$ cat src/rtl/memory_stage.sv
// memory_stage: MEM pipeline stage.
// Issues one data-memory bus transaction per aligned load or store.
// Aligns and extends the load data.
// Raises misalignment, bus-error and timeout exceptions.
// Stalls the upstream pipeline while a transaction is outstanding.
// exception_o[5] is the exception flag; exception_o[4:0] is the cause code.
module memory_stage #(
  parameter int TIMEOUT_CYCLES = 16
) (
  input  logic        clk,
  input  logic        rst_n,
  input  logic        valid_i,
  input  logic        is_load_i,
  input  logic        is_store_i,
  input  logic [2:0]  funct3_i,
  input  logic [31:0] addr_i,
  input  logic [31:0] store_data_i,
  input  logic [5:0]  exception_i,
  input  logic        flush_i,
  output logic        dmem_req_o,
  output logic        dmem_we_o,
  output logic [31:0] dmem_addr_o,
  output logic [3:0]  dmem_be_o,
  output logic [31:0] dmem_wdata_o,
  input  logic        dmem_ack_i,
  input  logic [31:0] dmem_rdata_i,
  input  logic        dmem_err_i,
  output logic [31:0] mem_data_o,
  output logic [5:0]  exception_o,
  output logic        stall_o
);

  localparam logic [1:0] S_IDLE  = 2'd0;
  localparam logic [1:0] S_REQ   = 2'd1;
  localparam logic [1:0] S_DONE  = 2'd2;
  localparam logic [1:0] S_DRAIN = 2'd3;

  localparam logic [5:0] EXC_FLAG        = 6'b100000;
  localparam logic [5:0] CAUSE_LD_ALIGN  = 6'd4;
  localparam logic [5:0] CAUSE_LD_FAULT  = 6'd5;
  localparam logic [5:0] CAUSE_ST_ALIGN  = 6'd6;
  localparam logic [5:0] CAUSE_ST_FAULT  = 6'd7;

  localparam int CNT_W = $clog2(TIMEOUT_CYCLES + 1);
  localparam logic [CNT_W-1:0] CNT_LAST = CNT_W'(TIMEOUT_CYCLES - 1);

  // Byte-lane enables for the access size at the given byte offset.
  function automatic logic [3:0] byte_enables(input logic [2:0] f3, input logic [1:0] off);
    logic [3:0] be;
    case (f3[1:0])
      2'b00:   be = 4'b0001 << off;
      2'b01:   be = 4'b0011 << off;
      default: be = 4'b1111;
    endcase
    return be;
  endfunction

  // Replicate the LSB-aligned store data across every lane it may land in.
  function automatic logic [31:0] store_lanes(input logic [2:0] f3, input logic [31:0] data);
    logic [31:0] w;
    case (f3[1:0])
      2'b00:   w = {4{data[7:0]}};
      2'b01:   w = {2{data[15:0]}};
      default: w = data;
    endcase
    return w;
  endfunction

  // Shift the addressed lane down to bit 0, then sign- or zero-extend it.
  function automatic logic [31:0] load_extend(input logic [2:0] f3, input logic [31:0] rdata,
                                              input logic [1:0] off);
    logic [31:0] lane;
    logic [31:0] ext;
    lane = rdata >> {off, 3'b000};
    case (f3)
      3'b000:  ext = {{24{lane[7]}}, lane[7:0]};
      3'b001:  ext = {{16{lane[15]}}, lane[15:0]};
      3'b100:  ext = {24'd0, lane[7:0]};
      3'b101:  ext = {16'd0, lane[15:0]};
      default: ext = lane;
    endcase
    return ext;
  endfunction

  // A halfword must sit on an even address; a word must sit on a multiple of four.
  function automatic logic is_misaligned(input logic [2:0] f3, input logic [1:0] off);
    logic mis;
    case (f3[1:0])
      2'b00:   mis = 1'b0;
      2'b01:   mis = off[0];
      default: mis = (off != 2'b00);
    endcase
    return mis;
  endfunction

  logic [1:0]       state_q, state_d;
  logic             req_q, req_d;
  logic             we_q, we_d;
  logic [31:0]      addr_q, addr_d;
  logic [3:0]       be_q, be_d;
  logic [31:0]      wdata_q, wdata_d;
  logic             is_load_q, is_load_d;
  logic [2:0]       funct3_q, funct3_d;
  logic [1:0]       off_q, off_d;
  logic [CNT_W-1:0] cnt_q, cnt_d;
  logic [31:0]      res_q, res_d;
  logic [5:0]       exc_q, exc_d;

  logic mem_op;
  logic misaligned;
  logic [5:0] fault_exc;

  assign mem_op     = valid_i & (is_load_i | is_store_i) & ~flush_i & ~exception_i[5];
  assign misaligned = is_misaligned(funct3_i, addr_i[1:0]);
  assign fault_exc  = EXC_FLAG | (is_load_q ? CAUSE_LD_FAULT : CAUSE_ST_FAULT);

  assign dmem_req_o   = req_q;
  assign dmem_we_o    = we_q;
  assign dmem_addr_o  = addr_q;
  assign dmem_be_o    = be_q;
  assign dmem_wdata_o = wdata_q;

  // Next-state, bus-register and output decode for the transaction FSM.
  always_comb begin
    state_d     = state_q;
    req_d       = req_q;
    we_d        = we_q;
    addr_d      = addr_q;
    be_d        = be_q;
    wdata_d     = wdata_q;
    is_load_d   = is_load_q;
    funct3_d    = funct3_q;
    off_d       = off_q;
    cnt_d       = cnt_q;
    res_d       = res_q;
    exc_d       = exc_q;
    stall_o     = 1'b0;
    exception_o = exception_i;
    mem_data_o  = 32'd0;

    case (state_q)
      S_IDLE: begin
        if (mem_op) begin
          if (misaligned) begin
            exception_o = EXC_FLAG | (is_load_i ? CAUSE_LD_ALIGN : CAUSE_ST_ALIGN);
          end else begin
            stall_o   = 1'b1;
            state_d   = S_REQ;
            req_d     = 1'b1;
            we_d      = is_store_i & ~is_load_i;
            addr_d    = {addr_i[31:2], 2'b00};
            be_d      = byte_enables(funct3_i, addr_i[1:0]);
            wdata_d   = store_lanes(funct3_i, store_data_i);
            is_load_d = is_load_i;
            funct3_d  = funct3_i;
            off_d     = addr_i[1:0];
            cnt_d     = '0;
            exc_d     = exception_i;
          end
        end
      end

      S_REQ: begin
        stall_o = 1'b1;
        cnt_d   = cnt_q + CNT_W'(1);
        if (flush_i) begin
          // A killed access still has to finish on the bus; only its result is dropped.
          stall_o = 1'b0;
          if (dmem_ack_i) begin
            req_d   = 1'b0;
            state_d = S_IDLE;
          end else begin
            state_d = S_DRAIN;
          end
        end else if (dmem_ack_i) begin
          req_d   = 1'b0;
          state_d = S_DONE;
          if (dmem_err_i) begin
            exc_d = fault_exc;
            res_d = 32'd0;
          end else begin
            res_d = is_load_q ? load_extend(funct3_q, dmem_rdata_i, off_q) : 32'd0;
          end
        end else if (cnt_q == CNT_LAST) begin
          req_d   = 1'b0;
          state_d = S_DONE;
          exc_d   = fault_exc;
          res_d   = 32'd0;
        end
      end

      S_DONE: begin
        // Writeback samples at the end of this cycle; the input is not looked at here.
        if (!flush_i) begin
          exception_o = exc_q;
          mem_data_o  = res_q;
        end
        state_d = S_IDLE;
      end

      default: begin
        // S_DRAIN: a newly arriving memory op must wait for the bus to go idle.
        stall_o = mem_op;
        if (dmem_ack_i) begin
          req_d   = 1'b0;
          state_d = S_IDLE;
        end
      end
    endcase
  end

  // Stage registers; reset abandons any access that is in flight.
  always_ff @(posedge clk or negedge rst_n) begin
    if (!rst_n) begin
      state_q   <= S_IDLE;
      req_q     <= 1'b0;
      we_q      <= 1'b0;
      addr_q    <= 32'd0;
      be_q      <= 4'd0;
      wdata_q   <= 32'd0;
      is_load_q <= 1'b0;
      funct3_q  <= 3'd0;
      off_q     <= 2'd0;
      cnt_q     <= '0;
      res_q     <= 32'd0;
      exc_q     <= 6'd0;
    end else begin
      state_q   <= state_d;
      req_q     <= req_d;
      we_q      <= we_d;
      addr_q    <= addr_d;
      be_q      <= be_d;
      wdata_q   <= wdata_d;
      is_load_q <= is_load_d;
      funct3_q  <= funct3_d;
      off_q     <= off_d;
      cnt_q     <= cnt_d;
      res_q     <= res_d;
      exc_q     <= exc_d;
    end
  end

endmodule

$ cat config.mk
export PLATFORM = sky130hd
export DESIGN_NAME = memory_stage
export DESIGN_NICKNAME = d
export VERILOG_FILES = /design/src/rtl/memory_stage.sv
export SDC_FILE = /design/constraint.sdc
export NUM_CORES = 1
export LEC_CHECK = 0
export CORE_MARGIN = 2
export CORE_UTILIZATION = 46
export CTS_BUF_LIST = sky130_fd_sc_hd__clkbuf_2 sky130_fd_sc_hd__clkbuf_4 sky130_fd_sc_hd__clkbuf_8
export DETAILED_ROUTE_END_ITERATION = 7
export GPL_TIMING_DRIVEN = 0
export PLACE_DENSITY = 0.91
export SYNTH_ARGS = -nofsm -noshare
export SYNTH_HDL_FRONTEND = slang
export SYNTH_SLANG_ARGS = --single-unit
$ cat constraint.sdc
create_clock -name clk -period 3.15 [get_ports clk]
set_input_delay 0.63 -clock clk [delete_from_list [all_inputs] [get_ports clk]]
set_output_delay 0.63 -clock clk [all_outputs]
set_load 0.01 [all_outputs]
==> results.toml <==
[grt]
overflow = 0
grt_pass1_wl_microns = 29030
grt_max_degree = 75
grt_pass1_vias = 5520
grt.total_usage = 0.2657
antenna_found_initial = 0

[floorplan]
die_y_microns = 117.7
die_w_microns = 117.7
fp-row-count = 41
start_util = 0.4712
core-area_sq_mm = 0.01262
die_area_sq_mm = 0.01385
io-pin-count = 222

[timing]
slew_violations = 0
tns_ns = 0
worst_pin_slew_ns = 0.9613
fmax_ghz = 0.3208
hold_viol = 0
fin_crit_sh = 0.9897
clock_skew_ns = 0.006760
fin_crit_ns = 3.118
maxSlewHeadroom = 0.3542
setup_viol = 0

[detailed_routing]
ant_nets = 0
wl_microns = 18310
vias_per_cell = 5.603
drcViolationCount = 0
dr.pass1.iters = 5
first_iter_violations = 370
vias = 5216
wire_per_inst_microns = 19.67

[synthesis]
synth_area_sq_mm = 0.005947
synth_compound_area_frac = 0.1174
yosys.area.top_type = "dfrtp_1"
ys_ff_latch = 119
yosysUniqueCellTypes = 47
synthFlopType = "dfrtp_1"
synth_warnings = 0
synth_common_cells = "dfrtp_1 (119), mux2_1 (73), nand2_1 (36)"
synth_seq_area_share = 0.5007
synth_fa_ha_area_frac = 0.004208
synth_top_family_by_area = "multiplexers"
synth_top_area_frac = 0.5007
yosys.area_share.simple = 0.09741
synth_cells = 507
synthArstFlopShare = 1.000
synth.area.top_cells = "dfrtp_1 (50%), mux2_1 (14%), mux2i_1 (4.9%)"
syn_avg_cell_area_sq_um = 11.73
synth-xor-area-share = 0
synth_mux_area_frac = 0.2401
synthMostInstantiatedCell = "dfrtp_1"
synth_edf_count = 0

[worst_setup_path]
cpMaxStageDelayCell = "clkdlybuf4s50_1"
reg2reg_slack_ns = 0.44
critPathMaxStageDelay_ns = 0.58
critPathLaunchType = "primary input"
cp.required_ns = 2.52
end_kind = "output port"
path_common_cell = "clkdlybuf4s50_1"
critPathKind = "primary input to output port"
arrival_ns = 2.49
crit_chain = "clkdlybuf4s50_1 > or2_2 > nand3_4 > nor3_4 > o22ai_1 > clkdlybuf4s50_1"
path_max_fanout = 10

[finish]
seqCellArea_sq_mm = 0.002978
fin_nets = 861
final_core_util = 0.7035
diodes = 0
fillCellCount = 917
syn_to_final_growth_pct = 49.30
drive_above_1_share = 0.1238
multi_input_area_sq_mm = 0.002800

[clock_tree]
cts_buffers = 17
clkLatencyLatePin_ns = 0.45
cts_tree = "done"
h-tree-depth = 4
max-clock-path-buffers = 2
clock_sinks = 119
cts.clk_slew.worst_paths_ns = 0.07
cts-root-buf = "clkbuf_8"
hold_buffers = 0

[status]
status = "completed"

[place]
dp_hpwl_microns = 13660
io_buffers = 216
gp_congestion = 0.8849

[run]
max-cap-violations = 0

[pwr]
ir_drop_uv = 523.9
p_per_area_mw_per_mm2 = 599.3
total_power_w = 0.005321
p_leak_nw = 3.918

[min_path]
hold_class = "primary input to async pin"
==> final timing paths <==
path                            startpoint          endpoint  cells past startpoint
setup / recovery                 is_load_i    exception_o[4]                      6
hold / removal                       rst_n  dmem_wdata_o[22]                      1
setup reg to reg                  cnt_q[0]         res_q[25]                      8
hold reg to reg            dmem_addr_o[27]   dmem_addr_o[27]                      1
max in group asynchronous            rst_n         res_q[13]                      2
min in group clk           dmem_addr_o[27]   dmem_addr_o[27]                      1
==> logic make-up (layout without fill, tap and decap cells) <==
| family | count (synthesis) | in the layout |
|---|---|---|
| buffers and inverters | 49 | 300 |
| AND/OR/NAND/NOR | 107 | 107 |
| other | 1 | 2 |
| AO/OA/AOI/OAI | 101 | 101 |
| multiplexers | 128 | 128 |
| flip-flops | 119 | 119 |
| adder cells (fa/ha/maj) | 2 | 2 |
==> area by class of cell <==
type | instances | share of cell area
clock inverter | 8 | 0.01353
clock buffer | 24 | 0.03439
tap | 172 | 0.02424
inverter | 9 | 0.003805
buffer | 40 | 0.02297
sequential | 119 | 0.3354
multi-input combinational | 340 | 0.3154
timing repair buffer | 219 | 0.2503
==> placed cells by master (no fill, tap or decap), types with 3 or more instances in the layout <==
cell type and count:
clkdlybuf4s50_1 212, dfrtp_1 119, mux2_1 73, nand2_1 36, and3_1 34, mux2i_1 29, o21ai_0 25, mux2_2 24
clkbuf_1 20, clkbuf_8 20, a21oi_1 16, a221o_1 16, inv_1 9, buf_4 9, o2bb2ai_1 9, a22o_1 9
o21ai_1 8, nor2_1 7, buf_2 5, nand3_1 4, o22ai_1 4, nand2b_1 4, clkbuf_4 4, nor2_4 3
or2_2 3, buf_1 3, buf_6 3, o21bai_1 3, clkinv_2 3, bufinv_16 3
==> sequential cells by signal, summed over array words and instances, names as in the netlist, 2 cells and up <==
name / count
res_q: 32
exc_q: 6
off_q: 2
dmem_be_o: 4
funct3_q: 3
dmem_addr_o: 30
cnt_q: 5
state_q: 2
dmem_wdata_o: 32
==> routing by layer <==
| layer | routed length (microns) | GRT usage | up-vias | part of all wire |
|---|---|---|---|---|
| li1 | - | - | 2346 | - |
| met1 | 7002 | 0.2968 | 2548 | 0.38 |
| met2 | 9171 | 0.4593 | 273 | 0.50 |
| met3 | 1619 | 0.09738 | 49 | 0.088 |
| met4 | 519 | 0.1069 | 0 | 0.028 |
| met5 | 0 | 0 | - | 0 |
==> critical path, delay by kind of cell <==
family / cells / cell delay [ns]
buffers and inverters: 2 / 1.06
AOI/OAI and AO/OA: 1 / 0.20
and+or+nand+nor: 3 / 0.59
==> through the flow <==
step                      std cells  setup slack (ns)  hold WS (ns)  area [sq um]
after floorplan                 508            0.8208        0.3344          5951
after global placement          896            -2.931        0.4672          8328
after detailed placement        897           -0.5495        0.4754          8357
after CTS                       930          0.006052        0.1073          8848
after global routing            931         -0.004115        0.1190          8879
final                           931           0.03238        0.1062          8879
==> where the power goes <==
part | total (W) | internal (W) | switching (W)
Clock | 0.00148 | 0.000876 | 0.000607
Sequential | 0.00210 | 0.00189 | 0.000213
Combinational | 0.00174 | 0.000972 | 0.000767
Total | 0.00532 | 0.00373 | 0.00159
==> timing repair <==
action                     in CTS  in global routing
buffers inserted                1                  1
hold endpoints to repair        0                  0
setup endpoints to repair      37                  5
resized for setup              12                  5
pin swaps                       2                  1
No activity file was read; power rests on OpenSTA's default activity.
